--- src/rtl/jk_reg_bank.sv ---
// Bank of WIDTH JK flip-flop cells with JK-register, up/down counter and
// shift-left modes, plus synchronous reset, preset and parallel load.
module jk_reg_bank #(
  parameter int unsigned WIDTH     = 8,
  parameter int unsigned MAX_COUNT = 2**WIDTH - 1
) (
  input  logic             clk,
  input  logic             rst,
  input  logic             set,
  input  logic             en,
  input  logic             load,
  input  logic [WIDTH-1:0] d,
  input  logic [1:0]       mode,
  input  logic [WIDTH-1:0] j,
  input  logic [WIDTH-1:0] k,
  input  logic             sin,
  output logic [WIDTH-1:0] q,
  output logic [WIDTH-1:0] qb,
  output logic             tc,
  output logic             wrap
);

  localparam logic [WIDTH-1:0] MAX_Q = WIDTH'(MAX_COUNT);

  typedef enum logic [1:0] {
    MODE_JK    = 2'b00,
    MODE_UP    = 2'b01,
    MODE_DOWN  = 2'b10,
    MODE_SHIFT = 2'b11
  } mode_t;

  mode_t            mode_sel;
  logic [WIDTH-1:0] up_t;
  logic [WIDTH-1:0] dn_t;
  logic [WIDTH-1:0] next_q;
  logic             next_wrap;

  assign mode_sel = mode_t'(mode);

  // T-cell toggle enables: a bit flips when all lower bits are 1 (up) or 0 (down)
  always_comb begin
    up_t    = '0;
    dn_t    = '0;
    up_t[0] = 1'b1;
    dn_t[0] = 1'b1;
    for (int i = 1; i < WIDTH; i++) begin
      up_t[i] = up_t[i-1] & q[i-1];
      dn_t[i] = dn_t[i-1] & ~q[i-1];
    end
  end

  // Next state for an enabled cycle in the selected mode
  always_comb begin
    next_q    = q;
    next_wrap = 1'b0;
    case (mode_sel)
      MODE_JK: next_q = (j & ~q) | (~k & q);
      MODE_UP: begin
        if (q >= MAX_Q) begin
          next_q    = '0;
          next_wrap = 1'b1;
        end else begin
          next_q = q ^ up_t;
        end
      end
      MODE_DOWN: begin
        if (q == '0) begin
          next_q    = MAX_Q;
          next_wrap = 1'b1;
        end else begin
          next_q = q ^ dn_t;
        end
      end
      MODE_SHIFT: next_q = {q[WIDTH-2:0], sin};
      default: next_q = q;
    endcase
  end

  always_ff @(posedge clk) begin
    if (!rst) begin
      q    <= '0;
      wrap <= 1'b0;
    end else if (!set) begin
      q    <= '1;
      wrap <= 1'b0;
    end else if (load) begin
      q    <= d;
      wrap <= 1'b0;
    end else if (en) begin
      q    <= next_q;
      wrap <= next_wrap;
    end else begin
      q    <= q;
      wrap <= 1'b0;
    end
  end

  assign qb = ~q;

  // Terminal count follows q and mode only; en does not gate it
  always_comb begin
    tc = 1'b0;
    case (mode_sel)
      MODE_UP:   tc = (q >= MAX_Q);
      MODE_DOWN: tc = (q == '0);
      default:   tc = 1'b0;
    endcase
  end

endmodule
--- config.mk ---
export PLATFORM = sky130hd
export DESIGN_NAME = jk_reg_bank
export DESIGN_NICKNAME = d
export VERILOG_FILES = /design/src/rtl/jk_reg_bank.sv
export SDC_FILE = /design/constraint.sdc
export NUM_CORES = 1
export LEC_CHECK = 0
export ABC_AREA = 1
export CORE_UTILIZATION = 39
export CTS_BUF_LIST = sky130_fd_sc_hd__clkbuf_4 sky130_fd_sc_hd__clkbuf_8
export CTS_CLUSTER_DIAMETER = 30
export DETAILED_ROUTE_END_ITERATION = 7
export PLACE_DENSITY_LB_ADDON = 0.1
export SLEW_MARGIN = 20
export SYNTH_ARGS = -nofsm -noshare
export SYNTH_HDL_FRONTEND = slang
export SYNTH_SLANG_ARGS = --single-unit
--- constraint.sdc ---
create_clock -name clk -period 2.4 [get_ports clk]
set_clock_uncertainty 0.15 [all_clocks]
set_input_delay 0.48 -clock clk [delete_from_list [all_inputs] [get_ports clk]]
set_output_delay 0.48 -clock clk [all_outputs]
set_load 0.02 [all_outputs]
==> impl_metrics.yaml <==
power:
  swShare_pct: 38.1
  seqPwrFrac_pct: 27.6
  power_density_mw_per_mm2: 365
  p_comb_share_pct: 51.7
  peakVddDrop_v: 0.000288
  p_int_w: 0.000410
  p_clk_share_pct: 20.7
  p_leak_nw: 0.811
  net-switching-power_w: 0.000252
  p_total_w: 0.000662
setup_path:
  r2r-end: "q[7]"
  path_max_fanout: 3
  r2r_setup_slack_ps: 110
  r2r_start: "q[0]"
  endpoint_kind: "output pin"
  start_kind: "input pin"
  reg2regPathDepth: 15
  path_class: "in -> out"
  arrival_ps: 1680
  required_ps: 1770
place:
  place.gp.congestion: 0.846
  place_area_mm2: 0.00171
  place_hpwl_um: 2850
  io_buffers: 49
sta:
  max_clock_freq_mhz: 433
  hold_violations: 0
  fin_crit_sh_pct: 96.2
  fin_crit_ps: 2310
  maxSlewViolCount: 0
  slew_headroom_pct: 80.0
  setup_viol: 0
  worstMarginPinSlew_ps: 298
detailed_routing:
  drt_first_pass_iters: 4
  drt_iter0_drc: 61
  ant_nets: 0
  drc: 0
  avgViaCountPerCell: 5.25
  num_vias: 1413
  wirelength_um: 3750
  avgRoutedWirePerCell_um: 13.9
global_routing:
  grt_first_pass_wirelength_um: 5140
  grtUsageTotal_pct: 24.0
  grt_pass1_vias: 1249
  antenna_found_initial: 0
  grt_max_degree: 15
  grt-ovfl-total: 0
cts:
  cts_sinks: 9
  cts_root_buffer: "clkbuf_4"
  clkLatencyLatePin_ps: 270
  numCtsBuffers: 3
  htree_levels: 1
  clk_pin_slew_ps: 60
  ctsHoldBuffers: 0
  max-clock-path-buffers: 2
  cts_tree: "built"
logic_synthesis:
  synth_edf_count: 0
  synth-xor-area-share_pct: 0
  ys_seq_area_share_pct: 16.5
  async_reset_ff_share_pct: 0
  synth_ff_type: "dfxtp_1"
  avgSynthCellArea_um2: 6.22
  ys_types: 19
  ys_warn_count: 0
  synth_top_family_by_area: "simple AND/OR/NAND/NOR gates"
  synth_mux_area_share_pct: 0
  synth-simple-area-share_pct: 29.0
  netlist_instances: 176
  syn-num-nets: 224
  yosys.area_share.adder_pct: 18.3
  netlist_area_mm2: 0.00109
  synth_seq_cells: 9
  synth_compound_area_share_pct: 25.1
die:
  die_x_um: 55.0
  rows: 18
  die-area_mm2: 0.00302
  die_h_um: 55.0
  fp.coreArea_mm2: 0.00257
  pin_count: 50
  start_util_pct: 42.6
worst_hold_path:
  hold_end: "q[0]"
  hold_depth: 2
  hold_path_class: "reg -> reg"
  holdCritStartpoint: "q[0]"
run_status:
  outcome: "finished, final reports clean"
finish:
  fin_area_mm2: 0.00182
  nets: 288
  syn_to_final_growth_pct: 65.8
  fillers: 234
  diodes: 0
  drive_above_1_share_pct: 20.1
job:
  cap_viol_max_count: 0
## per-stage QoR
stage / TNS [ps] / util [%] / worst slack [ps] / hold slack [ps] / instances
2_1_floorplan: 0 / - / 16.5 / 441 / 176
3_3_place_gp: -297 / 66.7 / -297 / 423 / 265
3_5_place_dp: -370 / 66.7 / -370 / 434 / 265
4_1_cts: 0 / 67.8 / 14.3 / 450 / 269
5_1_grt: -14.7 / 70.7 / -14.7 / 506 / 269
6_report: 0 / 70.7 / 90.1 / 464 / 269
## what timing repair did
action,in CTS,in global routing
gates resized for setup,5,17
endpoints found under the setup margin,2,3
buffers inserted,0,0
hold endpoints to repair,0,0
pin swaps,0,5
## critical path, stage by stage
cell	delay (ps)
clkdlybuf4s50_1	510
inv_1	80
ha_1	220
nand3_2	80
nand2_1	50
inv_1	70
nor2_1	40
buf_2	150
## synth_stat cells, types with 2 or more instances
cell type / instances / share of area (%)
nor2_1: 12 / 4.1
nor2_2: 2 / 1.1
nand2_2: 3 / 1.7
nand3_1: 17 / 7.8
inv_1: 23 / 7.9
o21ai_0: 18 / 8.2
buf_6: 2 / 2.1
dfxtp_1: 9 / 16
nand2_1: 36 / 12
ha_1: 16 / 18
a21oi_1: 25 / 11
a21oi_2: 6 / 4.8
## how the worst max path moves through the flow
stage	cells after the start	end	startpoint
6_report	8	tc	mode[0]
5_1_grt	16	q[7]	q[0]
4_1_cts	17	q[7]	q[0]
3_5_place_dp	8	tc	mode[0]
3_3_place_gp	8	tc	mode[0]
2_1_floorplan	14	q[6]	q[0]
## flip-flops by register name (all words and copies together) (netlist names)
| register | flops |
|---|---|
| wrap | 1 |
| q | 8 |
## power groups by stage
stage | registers (W) | logic, W | clock network (W)
finish | 0.000183 | 0.000342 | 0.000137
global route | 0.000184 | 0.000375 | 0.000147
CTS | 0.000180 | 0.000324 | 0.000141
detailed placement | 0.000184 | 0.000321 | 0
global placement | 0.000184 | 0.000313 | 0
floorplan | 0.000199 | 0.000146 | 0
## logic make-up after synthesis
| kind of cell | Yosys count |
|---|---|
| buffers and inverters | 28 |
| AND/OR/NAND/NOR | 73 |
| adder cells (fa/ha/maj) | 16 |
| flip-flops | 9 |
| AO/OA/AOI/OAI | 50 |
## layout make-up
cell class	count	area, µm²	area share (%)
Clock buffer	4	30.0	1.65
Sequential cell	9	189	10.4
Multi-Input combinational cell	139	863	47.6
Inverter	24	92.6	5.10
Tap cell	30	37.5	2.07
Timing Repair Buffer	63	603	33.2
## layout by cell type (no fill, tap or decap), types with 3 or more instances in the layout
| cell | synthesis | final |
|---|---|---|
| o21ai_0 | 18 | 18 |
| a21oi_2 | 6 | 6 |
| ha_2 | 0 | 6 |
| buf_4 | 0 | 13 |
| ha_1 | 16 | 6 |
| dfxtp_1 | 9 | 6 |
| nor2_1 | 12 | 12 |
| nand2_1 | 36 | 36 |
| nand3_1 | 17 | 16 |
| a21oi_1 | 25 | 25 |
| clkdlybuf4s50_1 | 0 | 48 |
| nand2_2 | 3 | 3 |
| inv_1 | 23 | 21 |
| ha_4 | 0 | 4 |
| clkbuf_4 | 0 | 4 |
## routing by layer
| metal | GRT usage [%] | wire [µm] | vias to the layer above |
|---|---|---|---|
| li1 | - | - | 712 |
| met4 | 1.25 | 8 | 0 |
| met3 | 5.19 | 207 | 2 |
| met5 | 0 | 0 | - |
| met2 | 48.0 | 2030 | 48 |
| met1 | 26.4 | 1500 | 651 |
No activity file was read; power rests on OpenSTA's default activity.
==> variant 1, RTL diff (same settings) <==
Register the output `qb`; this adds one clock of latency there. The other outputs are not delayed to match.
--- a/src/rtl/jk_reg_bank.sv
+++ b/src/rtl/jk_reg_bank.sv
@@ -95,7 +95,9 @@
     end
   end
 
-  assign qb = ~q;
+  always_ff @(posedge clk) begin
+    qb <= ~q;
+  end
 
   // Terminal count follows q and mode only; en does not gate it
   always_comb begin
Function: changed (Yosys sat finds a counterexample within 4 cycles, from zero or initial values and one cycle with rst low).
==> variant 1 against the unedited design <==
Sequential cell count is 8 higher; area after synthesis rose by 13%; synthesized cell count is 1.1% higher; total power is 25% higher; setup slack improved by 0.011 ns; combinational power decreased by 2%; wire length down 9.3%; design area up 11%; critical path type is now flop to flop; critical endpoint is now q[7]$_SDFFE_PN0P_; largest power group unchanged.
==> variant 1: results (changes against the unedited design) <==
GRT
  • GRT Overall Usage: 21.7% (was 24.0%)
  • Vias in the first global route: 1,365 (was 1,249)
  • First-pass GRT wire length: 5.60 mm (was 5.14 mm)

Critical path
  • Crit path DAT: 2.39 ns (was 1.68 ns)
  • Worst-path fanout max: 5 (was 3)

Cells and area
  • Share of cells above drive strength 1: 20.4% (was 20.1%)
  • Regs by FF count: q x8, qb x8, wrap x1 (was q x8, wrap x1)
  • Fillers: 279 (was 234)

Route
  • Avg WL per Cell: 11.8 µm (was 13.9 µm)
  • DR vias/cell: 4.78 (was 5.25)
  • Drt initial violations: 36 (was 61)

Synthesis
  • Post-synthesis cell type count: 17 (was 19)
  • Main area contributors after synthesis: dfxtp_1 (28%), ha_1 (16%), nand2_1 (12%) (was ha_1 (18%), dfxtp_1 (16%), nand2_1 (12%))
  • Syn nets: 226 (was 224)
  • Yosys warns: 0 (unchanged)
  • EDFF count, synth: 0 (unchanged)
  • Post-synth ARST share: 0% (unchanged)
  • Top cells by count, synth: nand2_1 (38), a21oi_1 (23), inv_1 (21) (was nand2_1 (36), a21oi_1 (25), inv_1 (23))

Pwr
  • Leak Pwr: 0.916 nW (was 0.811 nW)

STA
  • Slew margin rel.: 77.5% (was 80.0%)

Run status
  • Status: complete, no violations (unchanged)

Place
  • Pre-CTS setup slack: -0.452 ns (was -0.370 ns)
  • Final HPWL DP: 2.74 mm (was 2.85 mm)
  • GPL Wtd Cong: 0.854 (was 0.846)

CTS
  • H-tree depth: 1 (unchanged)
  • Clk slew on worst S/H paths: 0.11 ns (was 0.06 ns)
  • Clk_lat worst skew: 0.30 ns (was 0.27 ns)
variant 1: worst paths after layout:
path / from / endpoint / slack [ns] / depth (start not counted)
worst min-delay path: q[6]$_SDFFE_PN0P_ / qb[6]$_DFF_P_ / 0.39 / 1
worst max register to register: q[0]$_SDFFE_PN0P_ / q[7]$_SDFFE_PN0P_ / 0.10 / 15
worst min register to register: q[6]$_SDFFE_PN0P_ / qb[6]$_DFF_P_ / 0.39 / 1
worst max-delay path: q[0]$_SDFFE_PN0P_ / q[7]$_SDFFE_PN0P_ / 0.10 / 15
variant 1: final cells by class:
class	count	area, µm²	share of cell area [%]
multi-input combinational	136	860	42.8
tap	44	55.1	2.74
timing repair buffer	67	641	31.9
clock buffer	3	22.5	1.12
inverter	21	78.8	3.92
clock inverter	1	5.00	0.249
sequential	17	349	17.4
variant 1: routing by layer:
metal | global-route usage [%] | vias to the layer above | part of all wire (%)
met5 | 0 | - | 0
met4 | 10.2 | 0 | 1.6
met3 | 2.90 | 6 | 2.9
met2 | 37.6 | 38 | 50
met1 | 26.3 | 609 | 45
li1 | - | 729 | -
variant 1: stage by stage:
step	area (µm²)	instances	util, %	TNS, ns	power (mW)
detailed placement	1880	282	62.1	-0.493	0.649
finish	2010	289	66.4	0	0.831
global route	2010	289	66.4	-0.0467	0.893
floorplan	1230	178	-	0	0.490
CTS	1920	287	63.4	-0.000966	0.814
global placement	1880	282	62.1	-0.386	0.642
variant 1: what timing repair did:
action,CTS,global route
pin swaps,0,4
gates resized for setup,8,19
buffers inserted,1,2
endpoints found under the setup margin,3,3
variant 1: worst max-delay path, stage by stage (launching register included):
cell and delay, ns:
dfxtp_4 0.38, ha_2 0.19, ha_1 0.17, ha_1 0.17, ha_1 0.18, ha_1 0.18
ha_2 0.17, inv_1 0.05, nand2_1 0.05, nand2_1 0.08, nand3_1 0.07, nand3_1 0.08
nand2_1 0.07, nand2_1 0.06, nand2_1 0.07, a21oi_2 0.11
variant 1: logic make-up after synthesis:
group	count (synthesis)	synth area share [%]
AOI/OAI and AO/OA	46	20.8
and+or+nand+nor	74	26.8
buffers and inverters	25	8.53
adders and majority gates	16	16.2
DFF	17	27.6
variant 1: power by group through the flow:
stage / clock, mW / sequential (mW) / combinational, mW
detailed placement: 0 / 0.340 / 0.310
global route: 0.182 / 0.336 / 0.375
CTS: 0.167 / 0.332 / 0.314
global placement: 0 / 0.339 / 0.304
floorplan: 0 / 0.366 / 0.124
finish: 0.162 / 0.333 / 0.336
==> variant 2, RTL diff (same settings) <==
Made on the original files. `WIDTH`: 8 -> 7.
--- a/src/rtl/jk_reg_bank.sv
+++ b/src/rtl/jk_reg_bank.sv
@@ -1,7 +1,7 @@
 // Bank of WIDTH JK flip-flop cells with JK-register, up/down counter and
 // shift-left modes, plus synchronous reset, preset and parallel load.
 module jk_reg_bank #(
-  parameter int unsigned WIDTH     = 8,
+  parameter int unsigned WIDTH     = 7,
   parameter int unsigned MAX_COUNT = 2**WIDTH - 1
 ) (
   input  logic             clk,
Interface: changed (5 resized); port bits go from 50 to 45. No check against the original RTL was run, so the function may have changed too.
==> variant 2 against the unedited design <==
Via count is 8.3% lower; design area decreased by 5.0%; total power decreased by 14%; synthesized cell count is 2.8% lower; largest power group unchanged; first-iteration DRC count down 82%; area after synthesis shrank 2.4%; clock power fell by 23%; hold slack got worse by 0.017 ns; sequential cell count down 1; setup slack better by 0.057 ns; wire length down 19%.
==> variant 2: results (changes against the unedited design) <==
Synthesis
  • Post-Synthesis Cells: 171 (was 176)
  • Sequential cell area fraction in the yosys report: 15.0% (was 16.5%)
  • Post-Synth Adder-Cell Area: 16.4% (was 18.3%)
  • Post-synthesis compound-gate area fraction: 21.2% (was 25.1%)
  • Main area contributors after synthesis: nand2_1 (17%), ha_1 (16%), dfxtp_1 (15%) (was ha_1 (18%), dfxtp_1 (16%), nand2_1 (12%))
  • Top cells by count, synth: nand2_1 (47), inv_1 (21), a21oi_1 (19) (was nand2_1 (36), a21oi_1 (25), inv_1 (23))
  • Syn nets: 214 (was 224)
  • Post-synthesis cell type count: 20 (was 19)
  • Xor/xnor share of the synthesized area: 0% (unchanged)

GRT
  • Vias in the first global route: 1,117 (was 1,249)
  • Largest net degree at the start of global routing: 12 (was 15)
  • GRT Overall Usage: 21.4% (was 24.0%)
  • First-pass GRT wire length: 4.59 mm (was 5.14 mm)

Cells and area
  • Final #Nets: 282 (was 288)
  • Layout Cells excl Fill: 267 (was 269)
  • Regs by FF count: q x7, wrap x1 (was q x8, wrap x1)
  • Share of cells above drive strength 1: 23.2% (was 20.1%)

Place
  • Pre-CTS setup slack: -0.553 ns (was -0.370 ns)
  • Cell count after placement: 259 (was 265)
  • Area after DPL: 1660 µm² (was 1710 µm²)
  • Port Buffers: 44 (was 49)
  • GPL Wtd Cong: 0.893 (was 0.846)
  • Final HPWL DP: 2.57 mm (was 2.85 mm)

Pwr
  • Internal Power: 0.359 mW (was 0.410 mW)
  • PwrDens: 332 nW/µm² (was 365 nW/µm²)
  • Power Sequential: 0.160 mW (was 0.183 mW)
  • Leak Pwr: 0.862 nW (was 0.811 nW)
  • Comb pwr share: 53.7% (was 51.7%)
  • Max IR drop VDD: 0.388 mV (was 0.288 mV)

Critical path
  • CP peak stage delay: 0.24 ns (was 0.51 ns)
  • Crit path DAT: 1.62 ns (was 1.68 ns)
  • Worst R2R End: q[6]$_SDFFE_PN0P_ (was q[7]$_SDFFE_PN0P_)
  • Critical-path top delay cell: dlygate4sd2_1 (was clkdlybuf4s50_1)
  • Worst-path fanout max: 2 (was 3)

Run status
  • Status: complete, no violations (unchanged)

Route
  • Drt initial violations: 11 (was 61)
  • Avg WL per Cell: 11.3 µm (was 13.9 µm)
  • Vias: 1,296 (was 1,413)

Worst hold path
  • Hold Path End: q[2]$_SDFFE_PN0P_ (was q[0]$_SDFFE_PN0P_)
  • Hold Crit Start: q[2]$_SDFFE_PN0P_ (was q[0]$_SDFFE_PN0P_)

STA
  • Min Hold Slack: 0.447 ns (was 0.464 ns)
  • Slew margin rel.: 82.4% (was 80.0%)

CTS
  • Clock buffer count from CTS: 3 (unchanged)
variant 2: kinds of logic after synthesis:
kind of cell,Yosys count
AO/OA/AOI/OAI,40
buffers and inverters,31
adder cells (fa/ha/maj),14
flip-flops,8
AND/OR/NAND/NOR,78
variant 2: worst max-delay path: cells and delay by family:
family                     cells  cell delay [ns]
and+or+nand+nor                4             0.32
AOI/OAI and AO/OA              1             0.05
adders and majority gates      1             0.18
buffers and inverters          6             0.58
variant 2: per-layer routing:
layer,vias to the layer above,track usage [%],share of wire (%)
met5,-,0,0
met4,0,2.14,0
met3,0,4.17,3.9
met2,31,40.7,53
met1,585,25.2,43
li1,680,-,-
variant 2: final cells by class:
type / count / area [µm²]
Multi-Input combinational cell: 132 / 771
Sequential cell: 8 / 169
Timing Repair Buffer: 67 / 621
Tap cell: 30 / 37.5
Clock buffer: 3 / 22.5
Inverter: 27 / 104
Fill cell: 228 / 798
variant 2: worst max path at each step:
stage / slack (ns) / endpoint / cells after the start / start
final: 0.15 / tc / 12 / mode[0]
after global placement: -0.50 / tc / 12 / mode[0]
after floorplan: 0.10 / q[5]$_SDFFE_PN0P_ / 13 / q[0]$_SDFFE_PN0P_
after detailed placement: -0.55 / tc / 12 / mode[0]
after global routing: -0.003 / q[6]$_SDFFE_PN0P_ / 15 / q[0]$_SDFFE_PN0P_
after CTS: 0.1 / q[5]$_SDFFE_PN0P_ / 13 / q[0]$_SDFFE_PN0P_
variant 2: repair_timing:
item	4_1_cts	5_1_grt
pin swaps	1	0
buffers inserted	1	4
endpoints found under the setup margin	1	2
gates resized for setup	9	3
